[src/rtl/bk_pkg.sv]
// Shared types for the Brent-Kung subtractor pipeline.
//   BK_W_MAX     widest supported operand
//   gp_t         generate/propagate pair for one bit or bit group
//   sweep_dir_t  selects the up-sweep or down-sweep half of the prefix tree
//   bk_combine   prefix operator: (hi) o (lo), hi is the more significant group
//   stage_t      S1/S2 payload: gp vector, raw propagate, carry-in, operand signs
package bk_pkg;

  localparam int BK_W_MAX = 64;

  typedef struct packed {
    logic g;
    logic p;
  } gp_t;

  typedef enum logic {SWEEP_UP, SWEEP_DOWN} sweep_dir_t;

  function automatic gp_t bk_combine(gp_t hi, gp_t lo);
    gp_t r;
    r.g = hi.g | (hi.p & lo.g);
    r.p = hi.p & lo.p;
    return r;
  endfunction

  // Vectors sized for the widest build; narrower builds use the low WIDTH bits.
  // p keeps the per-bit propagate untouched by the tree, needed for the sum.
  typedef struct packed {
    gp_t [BK_W_MAX-1:0]  gp;
    logic [BK_W_MAX-1:0] p;
    logic                cin;
    logic                sa;
    logic                sb;
  } stage_t;

endpackage

[src/rtl/bk_prefix_sweep.sv]
// Combinational half of a Brent-Kung prefix tree.
//   DIR=SWEEP_UP   : log2(WIDTH) levels, spans 1,2,4..WIDTH/2; node i with
//                    (i+1) a multiple of 2*span absorbs node i-span.
//   DIR=SWEEP_DOWN : log2(WIDTH)-1 levels, spans WIDTH/4..1; fills the
//                    remaining nodes so every y[i] is the prefix over [i:0].
// Ports:
//   x  in   WIDTH gp pairs
//   y  out  WIDTH gp pairs after this half of the tree
import bk_pkg::*;

module bk_prefix_sweep #(
  parameter int         WIDTH = 64,
  parameter sweep_dir_t DIR   = SWEEP_UP
) (
  input  gp_t [WIDTH-1:0] x,
  output gp_t [WIDTH-1:0] y
);

  localparam int LOG  = $clog2(WIDTH);
  localparam int NLVL = (DIR == SWEEP_UP) ? LOG : LOG - 1;

  for (genvar s = 0; s < NLVL; s++) begin : g_lvl
    localparam int L    = (DIR == SWEEP_UP) ? s : LOG - 2 - s;
    localparam int SPAN = 1 << L;
    gp_t [WIDTH-1:0] src;
    gp_t [WIDTH-1:0] t;

    if (s == 0) begin : g_src0
      assign src = x;
    end else begin : g_srcn
      assign src = g_lvl[s-1].t;
    end

    for (genvar i = 0; i < WIDTH; i++) begin : g_node
      localparam bit HIT = (DIR == SWEEP_UP) ?
                           (((i + 1) % (2 * SPAN)) == 0) :
                           ((i >= 3 * SPAN - 1) && (((i + 1) % (2 * SPAN)) == SPAN));
      if (HIT) begin : g_op
        assign t[i] = bk_combine(src[i], src[i-SPAN]);
      end else begin : g_pass
        assign t[i] = src[i];
      end
    end
  end

  assign y = g_lvl[NLVL-1].t;

endmodule

[src/rtl/bk_subtractor_pipe.sv]
// Three-stage Brent-Kung subtractor: diff = a - b - borrow_in, computed as
// a + ~b + ~borrow_in, reporting borrow (inverted carry).
//   S1: g/p of a,~b and cin; S2: up-sweep; S3: down-sweep, sum, flags.
// Optional build macro BK_SUB_SATURATE_EN: clamp diff to the signed extreme
// on overflow (neg/zero follow the clamped value, ovf stays raw).
// Ports:
//   clk, rst              clock, synchronous active-high reset
//   in_valid/in_ready     operand handshake; a, b, borrow_in payload
//   out_valid/out_ready   result handshake; diff, borrow_out, zero, neg, ovf
import bk_pkg::*;

module bk_subtractor_pipe #(
  parameter int WIDTH = 64
) (
  input  logic             clk,
  input  logic             rst,
  input  logic             in_valid,
  output logic             in_ready,
  input  logic [WIDTH-1:0] a,
  input  logic [WIDTH-1:0] b,
  input  logic             borrow_in,
  output logic             out_valid,
  input  logic             out_ready,
  output logic [WIDTH-1:0] diff,
  output logic             borrow_out,
  output logic             zero,
  output logic             neg,
  output logic             ovf
);

  if (WIDTH < 8 || WIDTH > BK_W_MAX || (WIDTH & (WIDTH - 1)) != 0) begin : g_bad_width
    $error("bk_subtractor_pipe: WIDTH must be a power of two in 8..64");
  end

  localparam int STAGES = 3;

  logic [STAGES:1] vld_pipe;
  logic            ld1, ld2, ld3;
  stage_t          s1, s1_d, s2, s2_d;

  // A stage loads when empty or when its contents move on this cycle.
  assign ld3       = !vld_pipe[3] | out_ready;
  assign ld2       = !vld_pipe[2] | ld3;
  assign ld1       = !vld_pipe[1] | ld2;
  assign in_ready  = ld1;
  assign out_valid = vld_pipe[3];

  // S1 input: g = a & ~b, p = a ^ ~b
  gp_t [WIDTH-1:0] leaf;
  for (genvar i = 0; i < WIDTH; i++) begin : g_leaf
    assign leaf[i].g = a[i] & ~b[i];
    assign leaf[i].p = ~(a[i] ^ b[i]);
  end

  always_comb begin
    s1_d               = '0;
    s1_d.gp[WIDTH-1:0] = leaf;
    s1_d.p[WIDTH-1:0]  = ~(a ^ b);
    s1_d.cin           = ~borrow_in;
    s1_d.sa            = a[WIDTH-1];
    s1_d.sb            = b[WIDTH-1];
  end

  // S2 input: fold cin into bit 0 so every group generate includes it.
  gp_t [WIDTH-1:0] up_in, up_out;
  always_comb begin
    up_in      = s1.gp[WIDTH-1:0];
    up_in[0].g = s1.gp[0].g | (s1.gp[0].p & s1.cin);
  end

  bk_prefix_sweep #(.WIDTH(WIDTH), .DIR(SWEEP_UP)) u_up (
    .x (up_in),
    .y (up_out)
  );

  always_comb begin
    s2_d               = s1;
    s2_d.gp[WIDTH-1:0] = up_out;
  end

  // S3 input: full prefixes, carries, raw sum and flags.
  gp_t [WIDTH-1:0]  pre;
  logic [WIDTH-1:0] carry, raw, pre_p, diff_d;
  logic             ovf_d;
  logic             unused_pre_p;

  bk_prefix_sweep #(.WIDTH(WIDTH), .DIR(SWEEP_DOWN)) u_down (
    .x (s2.gp[WIDTH-1:0]),
    .y (pre)
  );

  assign carry[0] = s2.cin;
  for (genvar i = 0; i < WIDTH; i++) begin : g_carry
    if (i > 0) begin : g_c
      assign carry[i] = pre[i-1].g;
    end
    assign pre_p[i] = pre[i].p;
  end
  // Group propagates out of the tree are not needed once carries exist.
  assign unused_pre_p = ^pre_p;

  assign raw = s2.p[WIDTH-1:0] ^ carry;

`ifdef BK_SUB_SATURATE_EN
  localparam logic [WIDTH-1:0] SAT_POS = {1'b0, {(WIDTH-1){1'b1}}};
  localparam logic [WIDTH-1:0] SAT_NEG = {1'b1, {(WIDTH-1){1'b0}}};
`endif

  always_comb begin
    ovf_d  = (s2.sa != s2.sb) && (raw[WIDTH-1] != s2.sa);
    diff_d = raw;
`ifdef BK_SUB_SATURATE_EN
    if (ovf_d) diff_d = s2.sa ? SAT_NEG : SAT_POS;
`endif
  end

  always_ff @(posedge clk) begin
    if (rst) begin
      vld_pipe   <= '0;
      s1         <= '0;
      s2         <= '0;
      diff       <= '0;
      borrow_out <= 1'b0;
      zero       <= 1'b0;
      neg        <= 1'b0;
      ovf        <= 1'b0;
    end else begin
      if (ld1) begin
        vld_pipe[1] <= in_valid;
        if (in_valid) s1 <= s1_d;
      end
      if (ld2) begin
        vld_pipe[2] <= vld_pipe[1];
        if (vld_pipe[1]) s2 <= s2_d;
      end
      if (ld3) begin
        vld_pipe[3] <= vld_pipe[2];
        if (vld_pipe[2]) begin
          diff       <= diff_d;
          borrow_out <= ~pre[WIDTH-1].g;
          zero       <= (diff_d == '0);
          neg        <= diff_d[WIDTH-1];
          ovf        <= ovf_d;
        end
      end
    end
  end

endmodule

[config.mk]
export PLATFORM = sky130hd
export DESIGN_NAME = bk_subtractor_pipe
export DESIGN_NICKNAME = d
export VERILOG_FILES = /design/src/rtl/bk_pkg.sv /design/src/rtl/bk_prefix_sweep.sv /design/src/rtl/bk_subtractor_pipe.sv
export SDC_FILE = /design/constraint.sdc
export NUM_CORES = 1
export LEC_CHECK = 0
export CAP_MARGIN = 20
export CORE_AREA = 2 2 168 170
export CTS_CLUSTER_SIZE = 12
export DETAILED_ROUTE_END_ITERATION = 12
export DIE_AREA = 0 0 170 172
export PLACE_DENSITY = 0.82
export SLEW_MARGIN = 0
export SYNTH_ARGS = -nofsm -noshare
export SYNTH_HDL_FRONTEND = slang
export SYNTH_SLANG_ARGS = --single-unit
[constraint.sdc]
create_clock -name clk -period 3.2 [get_ports clk]
set_input_delay 0.8 -clock clk [delete_from_list [all_inputs] [get_ports clk]]
set_output_delay 0.8 -clock clk [all_outputs]
set_load 0.01 [all_outputs]
==> results.sh <==
export IMPL_path_cells="a21o_1 > a21o_1 > a21o_1 > ha_1 > nor2_1 > xor2_1 > nand4_1 > or4_1 > or4_1 > a21oi_1"
export IMPL_p_per_area_mw_per_mm2=522
export IMPL_die_area_mm2=0.0292
export IMPL_port_buffer_count=202
export IMPL_wl_per_cell_um=15.4
export IMPL_setup_worst_path_end_class="register"
export IMPL_utilization_pct=66.6
export IMPL_power_switching_mw=2.29
export IMPL_min_period_over_period_pct=95.7
export IMPL_num_rows=61
export IMPL_combPwrFrac_pct=9.4
export IMPL_clkLatencyLatePin_ps=530
export IMPL_min_path_cells=1
export IMPL_die_x_um=170
export IMPL_antenna_found_initial=0
export IMPL_initial_core_util_pct=54.2
export IMPL_drt_iter0_markers=1159
export IMPL_worst_slack_ps=139
export IMPL_dieHeight_um=172
export IMPL_cellLeakagePower_nw=7.20
export IMPL_synthDistinctLibCells=37
export IMPL_fin_total_pwr_mw=9.56
export IMPL_crit_family="simple AND/OR/NAND/NOR gates"
export IMPL_timing_rr_start="s2[161]"
export IMPL_cts_sinks=358
export IMPL_max_slew_margin_pct=45.1
export IMPL_synth_nets=2143
export IMPL_p_seq_share_pct=49.7
export IMPL_grt_pass1_wl_um=59700
export IMPL_drive_above_1_share_pct=3.71
export IMPL_grt_pass1_vias=12204
export IMPL_critPathMaxStageDelay_ps=580
export IMPL_irDropWorstVdd_mv=0.333
export IMPL_cts_tree="yes"
export IMPL_dr_pass1_iters=6
export IMPL_whs_ps=443
export IMPL_cp_max_fo=4
export IMPL_cap_violations=0
export IMPL_synthFlopType="dfxtp_1"
export IMPL_slowest_stage="or4_1"
export IMPL_hold_path_class="reg2reg"
export IMPL_fin_crit_ps=3060
export IMPL_syn_to_final_growth_pct=22.9
export IMPL_worstMarginPinSlew_ps=824
export IMPL_dp_hpwl_um=26100
export IMPL_async_reset_ff_share_pct=0
export IMPL_p_clk_share_pct=40.9
export IMPL_setup_tns_ps=0
export IMPL_worstHoldStart="s2[194]"
export IMPL_hold_end="borrow_out"
export IMPL_synth_seq_cells=358
export IMPL_fmax_mhz=327
export IMPL_r2r_cells=10
export IMPL_final_common_cell="nand2_1"
export IMPL_rrSetupSlack_ps=140
export IMPL_cts_htree_levels=2
export IMPL_vias_per_cell=5.47
export IMPL_cts_buffers_inserted=37
export IMPL_synth_enable_flop_cells=0
export IMPL_crit_type="reg2reg"
export IMPL_yosys_warnings=0
export IMPL_cp_start_kind="register"
export IMPL_num_vias=13260
export IMPL_antenna_cells=0
export IMPL_grtUsageMet2_pct=42.7
export IMPL_final_cell_mix="604 x nand2_1, 358 x dfxtp_1, 353 x a21oi_1"
export IMPL_coreArea_mm2=0.0275
export IMPL_slew_viol_final=0
export IMPL_hold_viol=0
export IMPL_synth_avg_cell_area_um2=7.77
export IMPL_ctsHoldBuffers=0
export IMPL_grt_busiest_layer="met2"
export IMPL_grt_util_met1_pct=33.2
export IMPL_crit_arrival_ps=3510
export IMPL_skew_ps=20.4
export IMPL_cts_root_buf="clkbuf_16"
export IMPL_ant_nets=0
export IMPL_syn_inst=1915
export IMPL_grt_usage_pct=25.1
export IMPL_pre_cts_ws_ps=166
export IMPL_drcViolationCount=0
export IMPL_grt_overflow_total=0
export IMPL_p_int_mw=7.28
export IMPL_switching_share_pct=23.9
export IMPL_clock_path_buffers=3
export IMPL_wirelength_um=37300
export IMPL_ys_seq_area_share_pct=48.1
export IMPL_crit_top_cell="a21o_1"
export IMPL_layout_nets=2287
export IMPL_cts_clk_slew_worst_paths_ps=60
export IMPL_r2r_end="zero"
export IMPL_grt_max_degree=131
export IMPL_path_buf_inv=0
export IMPL_outcome="completed"
export IMPL_setup_viol=0
export IMPL_use_met3_pct=3.36
export IMPL_required_ps=3650
export IMPL_gp_congestion=0.882
export IMPL_io_pin_count=203
export IMPL_netlist_area_mm2=0.0149
kinds of logic (layout without fill, tap and decap cells):
logic type,count (synthesis),in the layout,share of synthesized area [%]
DFF,358,358,48.1
buffers and inverters,186,348,4.72
and+or+nand+nor,810,810,21.5
AOI/OAI and AO/OA,433,433,15.7
xor gates and xnor gates,33,33,1.94
adders and majority gates,95,95,7.98
power groups by stage:
stage	Sequential [mW]	Combinational, mW	Clock (mW)
after global routing	4.77	1.01	4.14
final	4.75	0.903	3.91
after detailed placement	4.84	0.896	0
after floorplan	4.80	0.514	0
after CTS	4.75	0.905	3.97
after global placement	4.84	0.880	0
layout make-up:
type	count	area, µm²
inverter	67	251
tap	346	433
sequential	358	7170
fill	2257	9180
clock buffer	54	1050
clock inverter	3	22.5
timing repair buffer	224	2320
multi-input combinational	1371	7060
layer usage:
| metal | vias up | share of wire (%) |
|---|---|---|
| li1 | 6596 | - |
| met1 | 6171 | 44 |
| met2 | 432 | 48 |
| met3 | 61 | 6.1 |
| met4 | 0 | 2.4 |
| met5 | - | 0 |
what timing repair did:
item	4_1_cts	5_1_grt
buffers inserted	0	1
endpoints found under the hold margin	0	0
endpoints found under the setup margin	0	1
resized for setup	0	0
state kept, by name, indices dropped and copies added, names as in the netlist:
signal and cells:
borrow_out 1, carry 1, diff 64, ovf 1, s1 131, s2 156, vld_pipe 3, zero 1
synthesized netlist by cell type (3+ instances only):
| master | instances | area [µm²] |
|---|---|---|
| nand2_1 | 606 | 2270 |
| dfxtp_1 | 358 | 7170 |
| a21oi_1 | 353 | 1770 |
| nor2_1 | 129 | 484 |
| clkbuf_1 | 116 | 435 |
| ha_1 | 95 | 1190 |
| inv_1 | 67 | 251 |
| a21o_1 | 30 | 225 |
| a211oi_1 | 26 | 195 |
| nand3_1 | 20 | 100 |
| xor2_1 | 18 | 158 |
| xnor2_1 | 15 | 131 |
| nor3_1 | 14 | 70.1 |
| o21ai_0 | 14 | 70.1 |
| nand4_1 | 11 | 68.8 |
| nor4_1 | 9 | 56.3 |
| nor2b_1 | 4 | 25.0 |
| and3_1 | 3 | 18.8 |
| or4_1 | 3 | 22.5 |
worst max-delay path by stage:
stage | start | to | slack [ps] | cells after the start
floorplan | s2[98] | zero | 540 | 9
global placement | s2[161] | zero | 190 | 10
detailed placement | out_ready | zero | 170 | 8
CTS | s2[161] | zero | 140 | 10
global route | s2[161] | zero | -20 | 10
finish | s2[161] | zero | 140 | 10
through the flow:
step	instances	area (µm²)
after floorplan	1915	14900
after global placement	2365	17200
after detailed placement	2365	17200
after CTS	2422	18300
after global routing	2423	18300
final	2423	18300
Power figures use the tool's default switching activity.
